==> src/rtl/alu_seq_pkg.sv <==
// Shared types and constants for the alu command sequencer: opcodes, alu
// function codes, FSM states and the multiply step count.
package alu_seq_pkg;

  localparam int DATA_W    = 32;
  localparam int MUL_STEPS = 32;
  localparam int CNT_W     = $clog2(MUL_STEPS);

  typedef enum logic [2:0] {
    OP_AND = 3'b000,
    OP_OR  = 3'b001,
    OP_ADD = 3'b010,
    OP_MUL = 3'b011,
    OP_SUB = 3'b110,
    OP_SLT = 3'b111
  } op_t;

  localparam logic [2:0] F_AND = 3'b000;
  localparam logic [2:0] F_OR  = 3'b001;
  localparam logic [2:0] F_ADD = 3'b010;
  localparam logic [2:0] F_SUB = 3'b110;

  typedef enum logic [1:0] {
    IDLE,
    EXEC,
    MUL,
    DONE
  } state_t;

  // 100 and 101 have no alu meaning and are answered with an error response.
  function automatic logic op_legal(input logic [2:0] op);
    return !(op == 3'b100 || op == 3'b101);
  endfunction

endpackage

==> src/rtl/alu_seq_if.sv <==
// Command and response valid/ready channels between a requester (master)
// and the alu sequencer (slave).
interface alu_seq_if
  import alu_seq_pkg::*;
#(
  parameter int TAG_W = 4
) ();

  logic              cmd_valid;
  logic              cmd_ready;
  logic [2:0]        cmd_op;
  logic [DATA_W-1:0] cmd_a;
  logic [DATA_W-1:0] cmd_b;
  logic [TAG_W-1:0]  cmd_tag;

  logic              rsp_valid;
  logic              rsp_ready;
  logic [DATA_W-1:0] rsp_y;
  logic              rsp_zero;
  logic              rsp_carry;
  logic              rsp_err;
  logic [TAG_W-1:0]  rsp_tag;

  modport master (
    output cmd_valid, cmd_op, cmd_a, cmd_b, cmd_tag, rsp_ready,
    input  cmd_ready, rsp_valid, rsp_y, rsp_zero, rsp_carry, rsp_err, rsp_tag
  );

  modport slave (
    input  cmd_valid, cmd_op, cmd_a, cmd_b, cmd_tag, rsp_ready,
    output cmd_ready, rsp_valid, rsp_y, rsp_zero, rsp_carry, rsp_err, rsp_tag
  );

endinterface

==> src/rtl/alu_sequencer_alu.sv <==
// 32-bit combinational alu: f[2] inverts b and injects carry-in,
// f[1:0] selects AND / OR / sum / set-less-than-sign.
module alu
  import alu_seq_pkg::*;
(
  input  logic [DATA_W-1:0] a,
  input  logic [DATA_W-1:0] b,
  input  logic [2:0]        f,
  output logic [DATA_W-1:0] y,
  output logic              cout
);

  logic [DATA_W-1:0] b_eff;
  logic [DATA_W-1:0] sum;

  assign b_eff       = f[2] ? ~b : b;
  assign {cout, sum} = {1'b0, a} + {1'b0, b_eff} + (DATA_W+1)'(f[2]);

  // NOTE: every output of a combinational block gets a default first so no
  // path leaves it unassigned and a latch is never inferred.
  always_comb begin
    y = sum;
    unique case (f[1:0])
      2'b00:   y = a & b_eff;
      2'b01:   y = a | b_eff;
      2'b10:   y = sum;
      default: y = {{(DATA_W-1){1'b0}}, sum[DATA_W-1]};
    endcase
  end

endmodule

==> src/rtl/alu_sequencer.sv <==
// Command front end for the alu: registers operands, runs simple ops in one
// cycle and MUL as 32 shift-add steps, then holds the response until taken.
module alu_sequencer
  import alu_seq_pkg::*;
#(
  parameter int TAG_W = 4,
  parameter int WIDTH = 32
) (
  input  logic      clk,
  input  logic      reset_n,
  alu_seq_if.slave  bus,
  output logic      busy
);

  if (WIDTH != 32) begin : g_width_check
    $error("alu_sequencer: WIDTH must be 32 to match the alu");
  end

  state_t             state, state_next;
  op_t                op_q;
  logic [WIDTH-1:0]   opa, opb, acc;
  logic [CNT_W-1:0]   cnt;
  logic [WIDTH-1:0]   y_q;
  logic               zero_q, carry_q, err_q;
  logic [TAG_W-1:0]   tag_q;

  logic [WIDTH-1:0]   alu_a, alu_b, alu_y;
  logic [2:0]         alu_f;
  logic               alu_cout;
  logic               lt;
  logic [WIDTH-1:0]   exec_y, mul_y;
  logic               exec_carry;
  logic               take_cmd;

  assign take_cmd      = (state == IDLE) && bus.cmd_valid;
  assign bus.cmd_ready = (state == IDLE);
  assign bus.rsp_valid = (state == DONE);
  assign busy          = (state != IDLE);
  assign bus.rsp_y     = y_q;
  assign bus.rsp_zero  = zero_q;
  assign bus.rsp_carry = carry_q;
  assign bus.rsp_err   = err_q;
  assign bus.rsp_tag   = tag_q;

  // NOTE: sequential state uses non-blocking assignments so every register
  // samples pre-edge values regardless of statement order.
  always_ff @(posedge clk) begin
    if (!reset_n) state <= IDLE;
    else          state <= state_next;
  end

  always_comb begin
    state_next = state;
    unique case (state)
      IDLE: if (bus.cmd_valid) begin
        if (!op_legal(bus.cmd_op))          state_next = DONE;
        else if (op_t'(bus.cmd_op) == OP_MUL) state_next = MUL;
        else                                 state_next = EXEC;
      end
      EXEC:    state_next = DONE;
      MUL:     if (cnt == CNT_W'(MUL_STEPS - 1)) state_next = DONE;
      default: if (bus.rsp_ready) state_next = IDLE;
    endcase
  end

  // During MUL the adder accumulates the shifted multiplicand.
  always_comb begin
    alu_a = opa;
    alu_b = opb;
    alu_f = F_ADD;
    if (state == MUL) begin
      alu_a = acc;
      alu_b = opa;
    end else begin
      unique case (op_q)
        OP_AND:         alu_f = F_AND;
        OP_OR:          alu_f = F_OR;
        OP_SUB, OP_SLT: alu_f = F_SUB;
        default:        alu_f = F_ADD;
      endcase
    end
  end

  alu u_alu (
    .a    (alu_a),
    .b    (alu_b),
    .f    (alu_f),
    .y    (alu_y),
    .cout (alu_cout)
  );

  // Signed compare: differing signs decide directly, else the difference sign.
  assign lt         = (opa[WIDTH-1] != opb[WIDTH-1]) ? opa[WIDTH-1] : alu_y[WIDTH-1];
  assign exec_y     = (op_q == OP_SLT) ? {{(WIDTH-1){1'b0}}, lt} : alu_y;
  assign exec_carry = ((op_q == OP_ADD) || (op_q == OP_SUB)) && alu_cout;
  assign mul_y      = opb[0] ? alu_y : acc;

  // NOTE: operand and accumulator registers carry no reset; they are always
  // loaded at the command handshake before anything reads them.
  always_ff @(posedge clk) begin
    if (take_cmd) begin
      op_q <= op_t'(bus.cmd_op);
      opa  <= bus.cmd_a;
      opb  <= bus.cmd_b;
      acc  <= '0;
    end else if (state == MUL) begin
      acc <= mul_y;
      opa <= opa << 1;
      opb <= opb >> 1;
    end
  end

  always_ff @(posedge clk) begin
    if (!reset_n) begin
      y_q     <= '0;
      zero_q  <= 1'b0;
      carry_q <= 1'b0;
      err_q   <= 1'b0;
      tag_q   <= '0;
      cnt     <= '0;
    end else begin
      unique case (state)
        IDLE: if (bus.cmd_valid) begin
          tag_q <= bus.cmd_tag;
          cnt   <= '0;
          if (!op_legal(bus.cmd_op)) begin
            y_q     <= '0;
            zero_q  <= 1'b1;
            carry_q <= 1'b0;
            err_q   <= 1'b1;
          end
        end
        EXEC: begin
          y_q     <= exec_y;
          zero_q  <= (exec_y == '0);
          carry_q <= exec_carry;
          err_q   <= 1'b0;
        end
        MUL: begin
          cnt <= cnt + CNT_W'(1);
          if (cnt == CNT_W'(MUL_STEPS - 1)) begin
            y_q     <= mul_y;
            zero_q  <= (mul_y == '0);
            carry_q <= 1'b0;
            err_q   <= 1'b0;
          end
        end
        default: ;
      endcase
    end
  end

endmodule

==> src/flat_wrapper.sv <==
// flat-port wrapper written by rule: the top's interface ports become plain ports
module alu_sequencer_flat import alu_seq_pkg::*;
#(
  parameter int TAG_W = 4,
  parameter int WIDTH = 32
)
  (clk, reset_n, busy, bus_cmd_valid, bus_cmd_op, bus_cmd_a, bus_cmd_b, bus_cmd_tag, bus_rsp_ready, bus_cmd_ready, bus_rsp_valid, bus_rsp_y, bus_rsp_zero, bus_rsp_carry, bus_rsp_err, bus_rsp_tag);
  alu_seq_if #(.TAG_W(TAG_W)) bus_i ();
  input  logic clk;
  input  logic reset_n;
  output logic busy;
  input wire logic [$bits(bus_i.cmd_valid)-1:0] bus_cmd_valid;
  input wire logic [$bits(bus_i.cmd_op)-1:0] bus_cmd_op;
  input wire logic [$bits(bus_i.cmd_a)-1:0] bus_cmd_a;
  input wire logic [$bits(bus_i.cmd_b)-1:0] bus_cmd_b;
  input wire logic [$bits(bus_i.cmd_tag)-1:0] bus_cmd_tag;
  input wire logic [$bits(bus_i.rsp_ready)-1:0] bus_rsp_ready;
  output wire logic [$bits(bus_i.cmd_ready)-1:0] bus_cmd_ready;
  output wire logic [$bits(bus_i.rsp_valid)-1:0] bus_rsp_valid;
  output wire logic [$bits(bus_i.rsp_y)-1:0] bus_rsp_y;
  output wire logic [$bits(bus_i.rsp_zero)-1:0] bus_rsp_zero;
  output wire logic [$bits(bus_i.rsp_carry)-1:0] bus_rsp_carry;
  output wire logic [$bits(bus_i.rsp_err)-1:0] bus_rsp_err;
  output wire logic [$bits(bus_i.rsp_tag)-1:0] bus_rsp_tag;
  assign bus_i.cmd_valid = bus_cmd_valid;
  assign bus_i.cmd_op = bus_cmd_op;
  assign bus_i.cmd_a = bus_cmd_a;
  assign bus_i.cmd_b = bus_cmd_b;
  assign bus_i.cmd_tag = bus_cmd_tag;
  assign bus_i.rsp_ready = bus_rsp_ready;
  assign bus_cmd_ready = bus_i.cmd_ready;
  assign bus_rsp_valid = bus_i.rsp_valid;
  assign bus_rsp_y = bus_i.rsp_y;
  assign bus_rsp_zero = bus_i.rsp_zero;
  assign bus_rsp_carry = bus_i.rsp_carry;
  assign bus_rsp_err = bus_i.rsp_err;
  assign bus_rsp_tag = bus_i.rsp_tag;
  alu_sequencer #(.TAG_W(TAG_W), .WIDTH(WIDTH)) u_core (.clk(clk), .reset_n(reset_n), .bus(bus_i), .busy(busy));
endmodule
==> config.mk <==
export PLATFORM = sky130hd
export DESIGN_NAME = alu_sequencer_flat
export DESIGN_NICKNAME = d
export VERILOG_FILES = /design/src/rtl/alu_seq_pkg.sv /design/src/rtl/alu_seq_if.sv /design/src/rtl/alu_sequencer_alu.sv /design/src/rtl/alu_sequencer.sv /design/src/flat_wrapper.sv
export SDC_FILE = /design/constraint.sdc
export NUM_CORES = 1
export LEC_CHECK = 0
export ABC_CLOCK_PERIOD_IN_PS = 5770
export BUFFER_PORTS_ARGS = -buffer_cell sky130_fd_sc_hd__buf_2
export CAP_MARGIN = 10
export CORE_ASPECT_RATIO = 0.6
export CORE_MARGIN = 8
export CORE_UTILIZATION = 40
export DETAILED_ROUTE_END_ITERATION = 7
export REMOVE_ABC_BUFFERS = 1
export SLEW_MARGIN = 20
export SYNTH_ARGS = -nofsm -noshare
export SYNTH_HDL_FRONTEND = slang
export SYNTH_SLANG_ARGS = --single-unit
==> constraint.sdc <==
create_clock -name clk -period 5.77 [get_ports clk]
set_clock_uncertainty 0.2 [all_clocks]
set_input_delay 0 -clock clk [delete_from_list [all_inputs] [get_ports clk]]
set_output_delay 0 -clock clk [all_outputs]
set_load 0.02 [all_outputs]
; ---- Yosys cells after proc, flatten, opt, wreduce, memory -nomap -nowiden
; Index checks and enable logic that the tools add are counted.
[op_classes]
add_sub_neg = 3
n_eq_ne = 17
mux = 34
n_bitwise = 3
reduce_logical = 19
[ops]
columns = operator, count
row1 = 2-to-1 mux 32 bit, 12
row2 = one-hot mux 32 bit (3 select lines), 2
row3 = logical NOT 32 bit, 2
row4 = adder 32 x 32 -> 33 bit, 1
row5 = adder 33 x 1 -> 33 bit, 1
row6 = bitwise AND 32 bit, 1
row7 = NOT 32 bit, 1
row8 = bitwise OR 32 bit, 1
row9 = "equality test 3 bit, second input constant", 4
row10 = 2-to-1 mux 2 bit, 5
row11 = one-hot mux 5 bit (2 select lines), 1
row12 = one-hot mux 1 bit (3 select lines), 3
row13 = one-hot mux 3 bit (3 select lines), 1
row14 = 2-to-1 mux 1 bit, 7
row15 = "equality test 2 bit, second input constant", 3
row16 = "equality test 3 x 2 -> 1 bit, second input constant", 2
row17 = one-hot mux 2 bit (3 select lines), 1
row18 = nonzero test 2 bit, 3
row19 = "adder 5 x 1 -> 5 bit, second input constant", 1
row20 = "equality test 5 bit, second input constant", 1
row21 = 2-to-1 mux 5 bit, 1
row22 = "equality test 2 x 1 -> 1 bit, second input constant", 2
row23 = logical NOT 2 bit, 2
row24 = "!= test 2 x 1 -> 1 bit, second input constant", 2
row25 = 13 further kinds, 16
[word_totals]
regBits = 145
in_bits = 75
out_inout_bits = 42
elab_cells = 87

; ---- Logic depth before layout (Yosys ltp)
[logic_depth]
depth_word = 12
depth_mapped = 21
ltp_nobuf = 17

; ---- By module
; A second synthesis with hierarchy kept.
[unflattened]
cells_unflattened = 1357
area_unflattened_um2 = 11342.1
[by_module_without_submodules]
columns = mod, n_inst, cells_each, area_each_um2
row1 = alu_sequencer, 1, 796, 7561.0
row2 = alu, 1, 561, 3781.1

; ---- Worst setup path before layout
; Ideal clock, no wire load.
[synth_path]
path_type = register to register
startpoint = register u_core.state[0]
endpoint = register u_core.zero_q, in the netlist u_core.bus.rsp_zero
setup_time_ps = 95
arrival_ps = 4744
slack_ps = 731
stages_incl_launch_ff = 21
path_buffers = 4
synth_period_minus_slack_ps = 5039
cell_sequence = dfxtp_1 -> inv_1 -> ha_1 -> clkbuf_1 -> clkbuf_1 -> buf_1 -> buf_1 -> nand2_1 -> o21ai_0 -> ha_1 -> o21a_1 -> o211a_4 -> a21oi_4 -> a2111oi_4 -> or3_1 -> a31oi_2 -> a21oi_1 -> or2_0 -> or4_1 -> or4_1 -> o311ai_1
[synth_between]
elab_chain_cells = 11
elab_cells_between_ends = 28
[synth_rtl]
columns = element, line
row1 = from (decl), alu_sequencer.sv:19  ; state_t state, state_next;
row2 = from (signal assigned), alu_sequencer.sv:49  ; else state <= state_next;
row3 = equality test 2 bit, "alu_sequencer.sv:71, alu_sequencer.sv:122"
row4 = 2-to-1 mux 32 bit, alu_sequencer.sv:71  ; if (state == MUL) begin
row5 = NOT 32 bit, alu_sequencer_alu.sv:16  ; assign b_eff = f[2] ? ~b : b;
row6 = 2-to-1 mux 32 bit, alu_sequencer_alu.sv:16
row7 = adder 32 x 32 -> 33 bit, alu_sequencer_alu.sv:17  ; assign {cout, sum} = {1'b0, a} + {1'b0, b_eff} + (DATA_W+1)'(f[2]);
row8 = adder 33 x 1 -> 33 bit, alu_sequencer_alu.sv:17
row9 = one-hot mux 32 bit (3 select lines), alu_sequencer_alu.sv:23  ; unique case (f[1:0])
row10 = 2-to-1 mux 32 bit or 2-to-1 mux 1 bit (tied branches), "alu_sequencer.sv:96, alu_sequencer.sv:93"
row11 = logical NOT 32 bit or 2-to-1 mux 32 bit (tied branches), "alu_sequencer.sv:143, alu_sequencer.sv:94"
row12 = 2-to-1 mux 1 bit or logical NOT 32 bit (tied branches), "alu_sequencer.sv:141, alu_sequencer.sv:135"
row13 = one-hot mux 1 bit (3 select lines), alu_sequencer.sv:122  ; unique case (state)
row14 = to (signal assigned), alu_sequencer.sv:135  ; zero_q <= (exec_y == '0);
row15 = to (signal assigned), alu_sequencer.sv:143  ; zero_q <= (mul_y == '0);
row16 = to (decl), alu_sequencer.sv:24  ; logic zero_q, carry_q, err_q;
; Parallel ways exist; a longest one is shown, timed or not. The select of a mux whose other input is x is not followed.
; A chain may end at the register's enable or synchronous reset.

; ---- Worst setup path in the final report
[layout_path]
startpoint = register u_core.op_q[2]
endpoint = register u_core.zero_q, in the netlist u_core.bus.rsp_zero
[layout_between]
elab_chain_cells = 12
elab_cells_between_ends = 23
[layout_rtl]
columns = element, line
row1 = from (decl), alu_sequencer.sv:20  ; op_t op_q;
row2 = from (signal assigned), alu_sequencer.sv:102  ; op_q <= op_t'(bus.cmd_op);
row3 = equality test 3 bit (on tied branches), "alu_sequencer.sv:75, alu_sequencer.sv:94"
row4 = OR reduction 2 bit, alu_sequencer.sv:75  ; unique case (op_q)
row5 = one-hot mux 3 bit (3 select lines), alu_sequencer.sv:75
row6 = 2-to-1 mux 3 bit, alu_sequencer.sv:71
row7 = 2-to-1 mux 32 bit, alu_sequencer_alu.sv:16
row8 = adder 32 x 32 -> 33 bit, alu_sequencer_alu.sv:17
row9 = adder 33 x 1 -> 33 bit, alu_sequencer_alu.sv:17
row10 = one-hot mux 32 bit (3 select lines), alu_sequencer_alu.sv:23
row11 = 2-to-1 mux 32 bit or 2-to-1 mux 1 bit (tied branches), "alu_sequencer.sv:96, alu_sequencer.sv:93"
row12 = logical NOT 32 bit or 2-to-1 mux 32 bit (tied branches), "alu_sequencer.sv:143, alu_sequencer.sv:94"
row13 = 2-to-1 mux 1 bit or logical NOT 32 bit (tied branches), "alu_sequencer.sv:141, alu_sequencer.sv:135"
row14 = one-hot mux 1 bit (3 select lines) *, alu_sequencer.sv:122
; Every way passes the cells marked *; elsewhere a longest branch is shown, timed or not. The select of a mux whose other input is x is not followed.

==> results.ini <==
[sta]
rsz0062_at_grt=false
timing.final.crit_share=0.919
hold_viol=0
finalSetupViolCount=0
worst_slew_pin_slew_ps=1120
fin_ws_ps=468
max_freq_ghz=0.189
post-route-min-period_ps=5300
drv_slew=0
slew_headroom=0.251

[yosys]
synth_seq_area_share=0.325
ys_types=75
ys_ff_latch=145
synth_flop_cell=dfxtp_1
synth_top_area_share=0.183
yosys_warnings=0
avgSynthCellArea_sq_um=7.79
synth_edf_count=67
syn_inst=1411
syn_area_sq_mm=0.0110
ys_top_cells_by_area=edfxtp_1 18%, dfxtp_1 14%, nand2_1 11%
synth_top_area_cell=edfxtp_1
async_reset_ff_frac=0

[critical_path]
path_buf_inv=0
worstSetupPathType=reg2reg
crit_family=compound AO/OA/AOI/OAI gates
cp_max_fo=12
required_ps=5940
cp-start-kind=flip-flop
cp.arrival_ps=5470
end_kind=flip-flop
cp_slowest_cell=edfxtp_1
cpPeakStageDelay_ps=580
path_cells=nand2_2 -> xor2_1 -> o21ai_0 -> fa_1 -> a211oi_2 -> o21ai_1 -> nand4_1 -> a2111o_1 -> a31oi_1 -> xnor2_1 -> o21ai_0 -> a21o_1 -> or4_1 -> or4_1 -> o311ai_1

[route]
first_iter_violations=1053
firstDrtPassIters=5
vias=10800
drc_errors=0
ant_nets=0
wl_per_cell_microns=18.6
viasPerCell=5.49
wl_microns=36500

[cts]
cts.sink_count=145
htree_levels=4
cts_resized=0
clk_pin_slew_worst_paths_ps=70
cts_buffer_depth=2
clk_latency_ps=460
cts-root-buf=clkbuf_16
cts_tree=yes
cts_made_buffers=17

[global_routing]
use_met2=0.301
busiest_layer=met1
antenna_found_initial=0
grt_pass1_vias=10000
grt_pass1_wl_microns=57200
use_met1=0.327
grt_max_degree=66
gr-usage-all-layers=0.220
met3_usage=0.0672
gr-total-overflow=0

[cells_and_area]
syn_to_final_growth_pct=22.6
layout.nets=1727
diodes=0
drive_gt1_frac=0.156

[placed_design]
dp_hpwl_microns=26300
portBuffers=116
dp_slack_ps=540
gp_congestion=0.949

[die]
start_util=0.403
die_width_microns=230
rows=47
coreArea_sq_mm=0.0273
die_y_microns=144
io_pins=117
die_area_sq_mm=0.0332

[run_status]
status=complete, no violations

[hold_path]
hp-class=in2reg

[run]
max-cap-violations=0

final timing paths:
| path | to | cells past startpoint | start | slack [ps] |
|---|---|---|---|---|
| worst max-delay path | u_core.bus.rsp_zero | 15 | u_core.op_q[2] | 470 |
| worst min register to register | u_core.bus.rsp_y[24] | 2 | u_core.bus.rsp_y[24] | 270 |
| worst max register to register | u_core.bus.rsp_zero | 15 | u_core.op_q[2] | 470 |
| worst min-delay path | u_core.op_q[0] | 2 | bus_cmd_op[0] | 90 |
synth_stat cells, types with 10 or more instances:
cell type,instances
nor2b_1,38
a22oi_1,30
inv_1,78
nor2_1,100
mux2i_1,15
xnor2_1,11
o211ai_1,12
a31oi_1,10
xor2_1,40
a211oi_1,38
mux2_2,34
buf_1,19
dfxtp_1,78
nand3_1,17
edfxtp_1,67
nand4_1,11
or3_1,11
clkbuf_1,58
nand2_1,326
a21boi_0,13
o21ai_0,94
and3_1,10
nor3_1,10
ha_1,70
a21oi_1,83
layout make-up:
cell class | instances | area (sq um)
multi-input cells | 1098 | 6790
well taps | 367 | 459
clock buffers | 20 | 478
fillers | 2706 | 13800
clock inverters | 12 | 114
inverters | 79 | 298
repair buffers | 240 | 1760
flip-flops and latches | 145 | 3570
layout by cell type, fill, tap and decap left out, types with 13 or more instances in the layout:
| cell type | synthesis | layout |
|---|---|---|
| inv_1 | 78 | 78 |
| nand3_1 | 17 | 17 |
| o21ai_0 | 94 | 94 |
| buf_4 | 0 | 34 |
| a21oi_1 | 83 | 83 |
| nor2_1 | 100 | 99 |
| mux2_2 | 34 | 34 |
| nand2_1 | 326 | 323 |
| xor2_1 | 40 | 40 |
| buf_2 | 9 | 116 |
| mux2i_1 | 15 | 15 |
| a211oi_1 | 38 | 38 |
| dlygate4sd3_1 | 0 | 87 |
| edfxtp_1 | 67 | 67 |
| dfxtp_1 | 78 | 78 |
| a22oi_1 | 30 | 30 |
| nor2b_1 | 38 | 38 |
| clkbuf_16 | 0 | 18 |
| ha_1 | 70 | 69 |
| a21boi_0 | 13 | 13 |
registers in the layout, summed over array words and instances (netlist names), 2 cells and up:
name / count
u_core.acc: 32
u_core.bus.rsp_y: 32
u_core.opa: 32
u_core.opb: 32
u_core.cnt: 5
u_core.bus.rsp_tag: 4
u_core.op_q: 3
u_core.state: 2
layer usage:
| layer | part of all wire | vias up |
|---|---|---|
| met5 | 0 | - |
| met4 | 0.014 | 0 |
| met3 | 0.091 | 37 |
| met2 | 0.39 | 415 |
| met1 | 0.50 | 5061 |
| li1 | - | 5252 |
timing repair:
item | 4_1_cts | 5_1_grt
setup buffers | 0 | 0
endpoints found under the hold margin | 101 | 0
hold buffers | 87 | 0
logic make-up after synthesis:
logic type	Yosys count	synth area share
compound gates	360	0.213
xor+xnor	51	0.0407
fa+ha+maj	71	0.0815
buf+inv	168	0.0605
flops	145	0.325
mux	49	0.0485
simple gates	567	0.230
per-stage QoR:
stage                      util  hold WS (ps)  setup TNS, ps  cells  area, sq um
after floorplan               -          -101         -33420   1322        10600
after global placement    0.440          7.83              0   1841        12000
after detailed placement  0.440          3.16              0   1841        12000
after CTS                 0.493          60.2              0   1960        13500
after global routing      0.494          93.0              0   1961        13500
final                     0.494          92.5              0   1961        13500
Power is not shown: default switching activity piles up to over one toggle a cycle in this logic, so the estimate is an artifact.
